===== src/rtl/iob_psplit.sv =====
// IOb address-decoded splitter: one master to N_SLAVES slaves, in-order reads.
// Optional read-timeout / orphan-drop logic under IOB_PSPLIT_TIMEOUT_EN.
module iob_psplit #(
  parameter int ADDR_W = 32,
  parameter int DATA_W = 32,
  parameter int N_SLAVES = 4,
  parameter int SEL_W = 2,
  parameter int P_SLAVES = ADDR_W - 3,
  parameter int DEPTH = 4,
  parameter logic [DATA_W-1:0] ERR_DATA = DATA_W'(32'hBADADD00),
  parameter int TIMEOUT_CYCLES = 255,
  localparam int REQ_W = 1 + ADDR_W + DATA_W + DATA_W / 8,
  localparam int RESP_W = DATA_W + 2
) (
  input  logic                       clk_i,
  input  logic                       rst_n_i,
  input  logic                       cke_i,
  input  logic [REQ_W-1:0]           m_req_i,
  output logic [RESP_W-1:0]          m_resp_o,
  output logic [N_SLAVES*REQ_W-1:0]  s_req_o,
  input  logic [N_SLAVES*RESP_W-1:0] s_resp_i
);

  localparam int STRB_W = DATA_W / 8;
  localparam int PTR_W = $clog2(DEPTH);
  localparam int CNT_W = PTR_W + 1;
  localparam int TAG_W = SEL_W + 1;

  logic              avalid;
  logic [ADDR_W-1:0] addr;
  logic [DATA_W-1:0] wdata;
  logic [STRB_W-1:0] wstrb;

  assign {avalid, addr, wdata, wstrb} = m_req_i;

  logic [SEL_W-1:0] sel;
  logic             dec_err;
  logic             is_read;
  logic [TAG_W-1:0] tag;

  assign sel = addr[P_SLAVES -: SEL_W];
  assign dec_err = 32'(sel) >= N_SLAVES;
  assign is_read = (wstrb == '0);
  // all decode errors share one tag so they may queue back to back
  assign tag = dec_err ? {1'b1, SEL_W'(0)} : {1'b0, sel};

  logic [N_SLAVES-1:0] s_ready;
  logic [N_SLAVES-1:0] s_rvalid;
  logic [DATA_W-1:0]   s_rdata [N_SLAVES];
  logic [N_SLAVES-1:0] s_avalid;

  logic             stall;

  for (genvar k = 0; k < N_SLAVES; k++) begin : g_s
    assign s_ready[k] = s_resp_i[k*RESP_W];
    assign s_rvalid[k] = s_resp_i[k*RESP_W+1];
    assign s_rdata[k] = s_resp_i[k*RESP_W+2 +: DATA_W];
    assign s_avalid[k] = rst_n_i & avalid & ~stall & ~dec_err
                       & (sel == SEL_W'(k));
    assign s_req_o[k*REQ_W +: REQ_W] = {s_avalid[k], addr, wdata, wstrb};
  end

  logic [TAG_W-1:0] fifo [DEPTH];
  logic [PTR_W-1:0] wp;
  logic [PTR_W-1:0] rp;
  logic [PTR_W-1:0] wp_last;
  logic [CNT_W-1:0] cnt;
  logic             empty;
  logic             full;
  logic [TAG_W-1:0] head;
  logic             head_err;
  logic [SEL_W-1:0] head_sel;

  assign empty = (cnt == '0);
  assign full = (cnt == CNT_W'(DEPTH));
  assign wp_last = wp - PTR_W'(1);
  assign head = fifo[rp];
  assign head_err = head[SEL_W];
  assign head_sel = head[SEL_W-1:0];

  // reads wait while the queue is full or targets a different slave
  assign stall = avalid & is_read
               & (full | (~empty & (tag != fifo[wp_last])));

  logic              sel_ready;
  logic              hd_rvalid;
  logic [DATA_W-1:0] hd_rdata;
  logic              resp_ok;
  logic              err_pop;
  logic              timeout;
  logic              ready;
  logic              rvalid;
  logic [DATA_W-1:0] rdata;
  logic              push;
  logic              pop;

`ifdef IOB_PSPLIT_TIMEOUT_EN
  localparam int TO_W = $clog2(TIMEOUT_CYCLES + 1);

  logic [TO_W-1:0]     to_cnt;
  logic [N_SLAVES-1:0] orphan;
  logic [N_SLAVES-1:0] orph_set;
  logic [N_SLAVES-1:0] orph_clr;
  logic                hd_orph;

  // pick selected-slave ready and head-slave response
  always_comb begin
    sel_ready = 1'b0;
    hd_rvalid = 1'b0;
    hd_rdata = '0;
    hd_orph = 1'b0;
    for (int k = 0; k < N_SLAVES; k++) begin
      if (sel == SEL_W'(k)) sel_ready = s_ready[k];
      if (head_sel == SEL_W'(k)) begin
        hd_rvalid = s_rvalid[k];
        hd_rdata = s_rdata[k];
        hd_orph = orphan[k];
      end
    end
  end

  assign resp_ok = ~empty & ~head_err & hd_rvalid & ~hd_orph;
  assign timeout = ~empty & ~head_err & ~resp_ok
                 & (to_cnt == TO_W'(TIMEOUT_CYCLES - 1));

  // stale responses from timed-out slaves are swallowed once
  always_comb begin
    orph_set = '0;
    orph_clr = '0;
    for (int k = 0; k < N_SLAVES; k++) begin
      orph_set[k] = timeout & (head_sel == SEL_W'(k));
      orph_clr[k] = orphan[k] & s_rvalid[k];
    end
  end

  // head-wait counter and orphan flags
  always_ff @(posedge clk_i) begin
    if (!rst_n_i) begin
      to_cnt <= '0;
      orphan <= '0;
    end else if (cke_i) begin
      if (pop || empty) to_cnt <= '0;
      else to_cnt <= to_cnt + TO_W'(1);
      orphan <= (orphan & ~orph_clr) | orph_set;
    end
  end
`else
  // pick selected-slave ready and head-slave response
  always_comb begin
    sel_ready = 1'b0;
    hd_rvalid = 1'b0;
    hd_rdata = '0;
    for (int k = 0; k < N_SLAVES; k++) begin
      if (sel == SEL_W'(k)) sel_ready = s_ready[k];
      if (head_sel == SEL_W'(k)) begin
        hd_rvalid = s_rvalid[k];
        hd_rdata = s_rdata[k];
      end
    end
  end

  assign resp_ok = ~empty & ~head_err & hd_rvalid;
  assign timeout = 1'b0;
`endif

  assign err_pop = ~empty & head_err;
  assign ready = rst_n_i & ~stall & (dec_err | sel_ready);
  assign rvalid = rst_n_i & (resp_ok | err_pop | timeout);
  assign rdata = !rst_n_i ? '0
               : (err_pop | timeout) ? ERR_DATA
               : resp_ok ? hd_rdata : '0;
  assign m_resp_o = {rdata, rvalid, ready};

  assign push = avalid & ready & is_read;
  assign pop = rvalid;

  // tag storage, written only on an accepted read
  always_ff @(posedge clk_i) begin
    if (cke_i && push) fifo[wp] <= tag;
  end

  // queue pointers and occupancy
  always_ff @(posedge clk_i) begin
    if (!rst_n_i) begin
      wp <= '0;
      rp <= '0;
      cnt <= '0;
    end else if (cke_i) begin
      if (push) wp <= wp + PTR_W'(1);
      if (pop) rp <= rp + PTR_W'(1);
      if (push && !pop) cnt <= cnt + CNT_W'(1);
      else if (!push && pop) cnt <= cnt - CNT_W'(1);
    end
  end

endmodule


===== config.mk =====
export PLATFORM = sky130hd
export DESIGN_NAME = iob_psplit
export DESIGN_NICKNAME = d
export VERILOG_FILES = /design/src/rtl/iob_psplit.sv
export SDC_FILE = /design/constraint.sdc
export NUM_CORES = 1
export LEC_CHECK = 0
export CAP_MARGIN = 20
export CELL_PAD_IN_SITES_DETAIL_PLACEMENT = 0
export CELL_PAD_IN_SITES_GLOBAL_PLACEMENT = 2
export CORE_AREA = 8 8 197 199
export CTS_BUF_LIST = sky130_fd_sc_hd__clkbuf_4 sky130_fd_sc_hd__clkbuf_8
export CTS_CLUSTER_DIAMETER = 60
export DETAILED_ROUTE_END_ITERATION = 8
export DIE_AREA = 0 0 205 207
export GPL_TIMING_DRIVEN = 1
export PLACE_DENSITY_LB_ADDON = 0.1
export SLEW_MARGIN = 20
export SYNTH_ARGS = -nofsm -noshare
export SYNTH_HDL_FRONTEND = slang
export SYNTH_SLANG_ARGS = --single-unit

===== constraint.sdc =====
create_clock -name clk_i -period 4.5 [get_ports clk_i]
set_input_delay 1.125 -clock clk_i [delete_from_list [all_inputs] [get_ports clk_i]]
set_output_delay 1.125 -clock clk_i [all_outputs]
set_load 0.01 [all_outputs]

==> impl_results.md <==
- Outcome: finished, final reports clean
- Leakage: 0.001667 uW
- DR iter-0 viols: 47
- Crit path launch type: register
- Pre-antenna DRT Iters: 4
- Clock-pin slew on the worst setup and hold paths: 0.08 ns
- Synth Flop Type: dfxtp_1
- CP max stage delay: ~0.6 ns
- CTS root buf: clkbuf_8
- Hold Violations, Final: 0
- Grt total ovfl: 0
- CTS tree: done
- CP bufs+invs: 2
- Drt wl/cell: approximately 20 um
- Post-DP Area: 4697 sq um
- Row count: 70
- FF+latch area: 420.4 sq um
- Slowest stage cell on the critical path: clkdlybuf4s50_1
- Layout cells sized above 1: 0.1541
- Routed wire length: 17.05 mm
- Die Width: around 200 um
- CTS resizes: 0
- Initial antenna violation count: 1
- Post-route clock skew: around 0.0065 ns
- Initial Util: 0.1129
- Clock sink count: 17
- Routed Antenna Nets: 0
- Total core area: around 36000 sq um
- Critical-path cell list: inv_1 > ha_1 > mux4_2 > xnor2_1 > a31oi_1 > and3_1 > nor4b_1 > clkdlybuf4s50_1
- Area of the multi-input gates: 1464 sq um
- Unrepaired setup endpoints after global routing: no
- Area grow syn2layout: 17.07%
- Fin. max-slew vios: 0
- Pwr/cell area: 108.3 nW/um^2
- CP required: 3.38 ns
- Crit share post-route: 0.9443
- Yosys warns: 0
- Gr usage total: 0.07627
- CP endpoint kind: output pin
- Post-Syn Instances: 431
- Design area: 4746 sq um
- Cell taking the most area after synthesis: buf_4
- Syn Area/Cell: 9.406 sq um
- Tightest Pin Transition: 0.4721 ns
- Inserted Clock Buffers: 3
- Vias in the first global route: 2816
- Via count: 2505
- Filler cells: 4093
- Die Ht: 207 um
- Worst EP arrival: 3.12 ns
- Async set-reset flop share out of synthesis: 0
- Io pins: 518
- Cell family with most CP delay: buffers and inverters
- CP Class: reg -> out
- Synth top area share: 0.5130
- Net count, final: 585
- Die area: roughly 42000 sq um
- First-pass GRT wire length: 23.49 mm
- Most frequent cells in the layout: clkdlybuf4s50_1, mux4_2, and3_1, buf_4, nand2_1
- Worst-case headroom to the max-slew limit: 0.6852
- Most common cell after layout, fill and taps aside: clkdlybuf4s50_1
- Detail Placement HPWL: approximately 14 mm
- Dpl ws: 0.2401 ns
- Post-CTS Hold Buffers: 0
- Max Root-Sink Buffers: 2
- Clk_lat worst skew: 0.26 ns
- Final worst slack: roughly 0.25 ns
- Buffers added on ports: 207
- Syn Nets: 645
- Final Total Pwr: 514.0 uW
- Post-CTS Setup Bufs: 0
- Max VDD drop: 64.33 uV
- DR vias/cell: 2.989
- Final hold slack: between 0.4 and 0.5 ns
- H-tree depth: 1
- Max_cap viols: 0
- Gpl congestion: around 0.67
- Antenna cell count: 0
- Final TNS setup: 0 ns
- Setup Viol. Count Final: 0
- Fmax: 0.2353 GHz
- Detailed-route DRC error count: 0
- Post-synth EDFFs: 8
- Mapped Area: 4054 sq um
- Synth Register Bits: 17
- Synth area leaders: buf_4, mux4_2, edfxtp_1
- Crit Path Max Fanout: 5
- Seq/Total Area, Yosys: 0.1037
- Yosys cell types: 27
- Hold WC Path Type: reg -> reg
- Pin count of the biggest net entering global routing: 36
- Tmin final: 4.249 ns
[cell type report]
cell class	count	area share
Sequential cell	17	0.08858
Inverter	6	0.004746
Timing Repair Buffer	223	0.4645
Tap cell	468	0.1234
Multi-Input combinational cell	120	0.3085
Clock inverter	1	0.001582
Clock buffer	3	0.008700
[synth_stat cells, types with 4 or more instances]
cell,number
clkbuf_1,4
buf_4,277
mux2i_1,6
mux4_2,32
edfxtp_1,8
inv_1,6
ha_1,5
mux4_1,6
dfxtp_1,9
xnor2_1,4
buf_6,4
and2_1,6
nand2_1,10
and3_1,33
[cell families (layout without fill, tap and decap cells)]
family / after synthesis / count (layout) / share of synthesized area
xor gates and xnor gates: 5 / 5 / 0.01080
and+or+nand+nor: 64 / 64 / 0.09599
buffers and inverters: 294 / 233 / 0.5361
muxes: 44 / 44 / 0.2315
AOI/OAI and AO/OA: 1 / 1 / 0.001544
adders and majority gates: 6 / 6 / 0.02037
DFF: 17 / 17 / 0.1037
[final timing paths]
path / startpoint / to / slack [ns] / cells after the start
worst max-delay path: wp[1] / s_req_o[137] / 0.25 / 8
worst min-delay path: rp[1] / rp[1] / 0.47 / 1
worst max register to register: wp[1] / cnt[2] / 1.09 / 14
worst min register to register: rp[1] / rp[1] / 0.47 / 1
[per-layer routing]
layer | part of all wire | GRT usage | routed length, um
met4 | 0.020 | 0.01750 | 339
met2 | 0.55 | 0.1433 | 9385
met5 | 0.00059 | 0 | 10
met3 | 0.10 | 0.03324 | 1723
met1 | 0.33 | 0.07543 | 5593
[where the power goes]
part | switching, uW | total, uW | internal (uW)
combinational | 61.9 | 230 | 168
sequential | 0.477 | 162 | 162
clock | 59.4 | 122 | 62.3
[stage by stage]
step	utilization	std cells
global route	0.1322	838
floorplan	-	431
CTS	0.1322	838
finish	0.1322	838
global placement	0.1308	834
detailed placement	0.1308	834
Note: power is estimated with default switching activity, not from simulation.
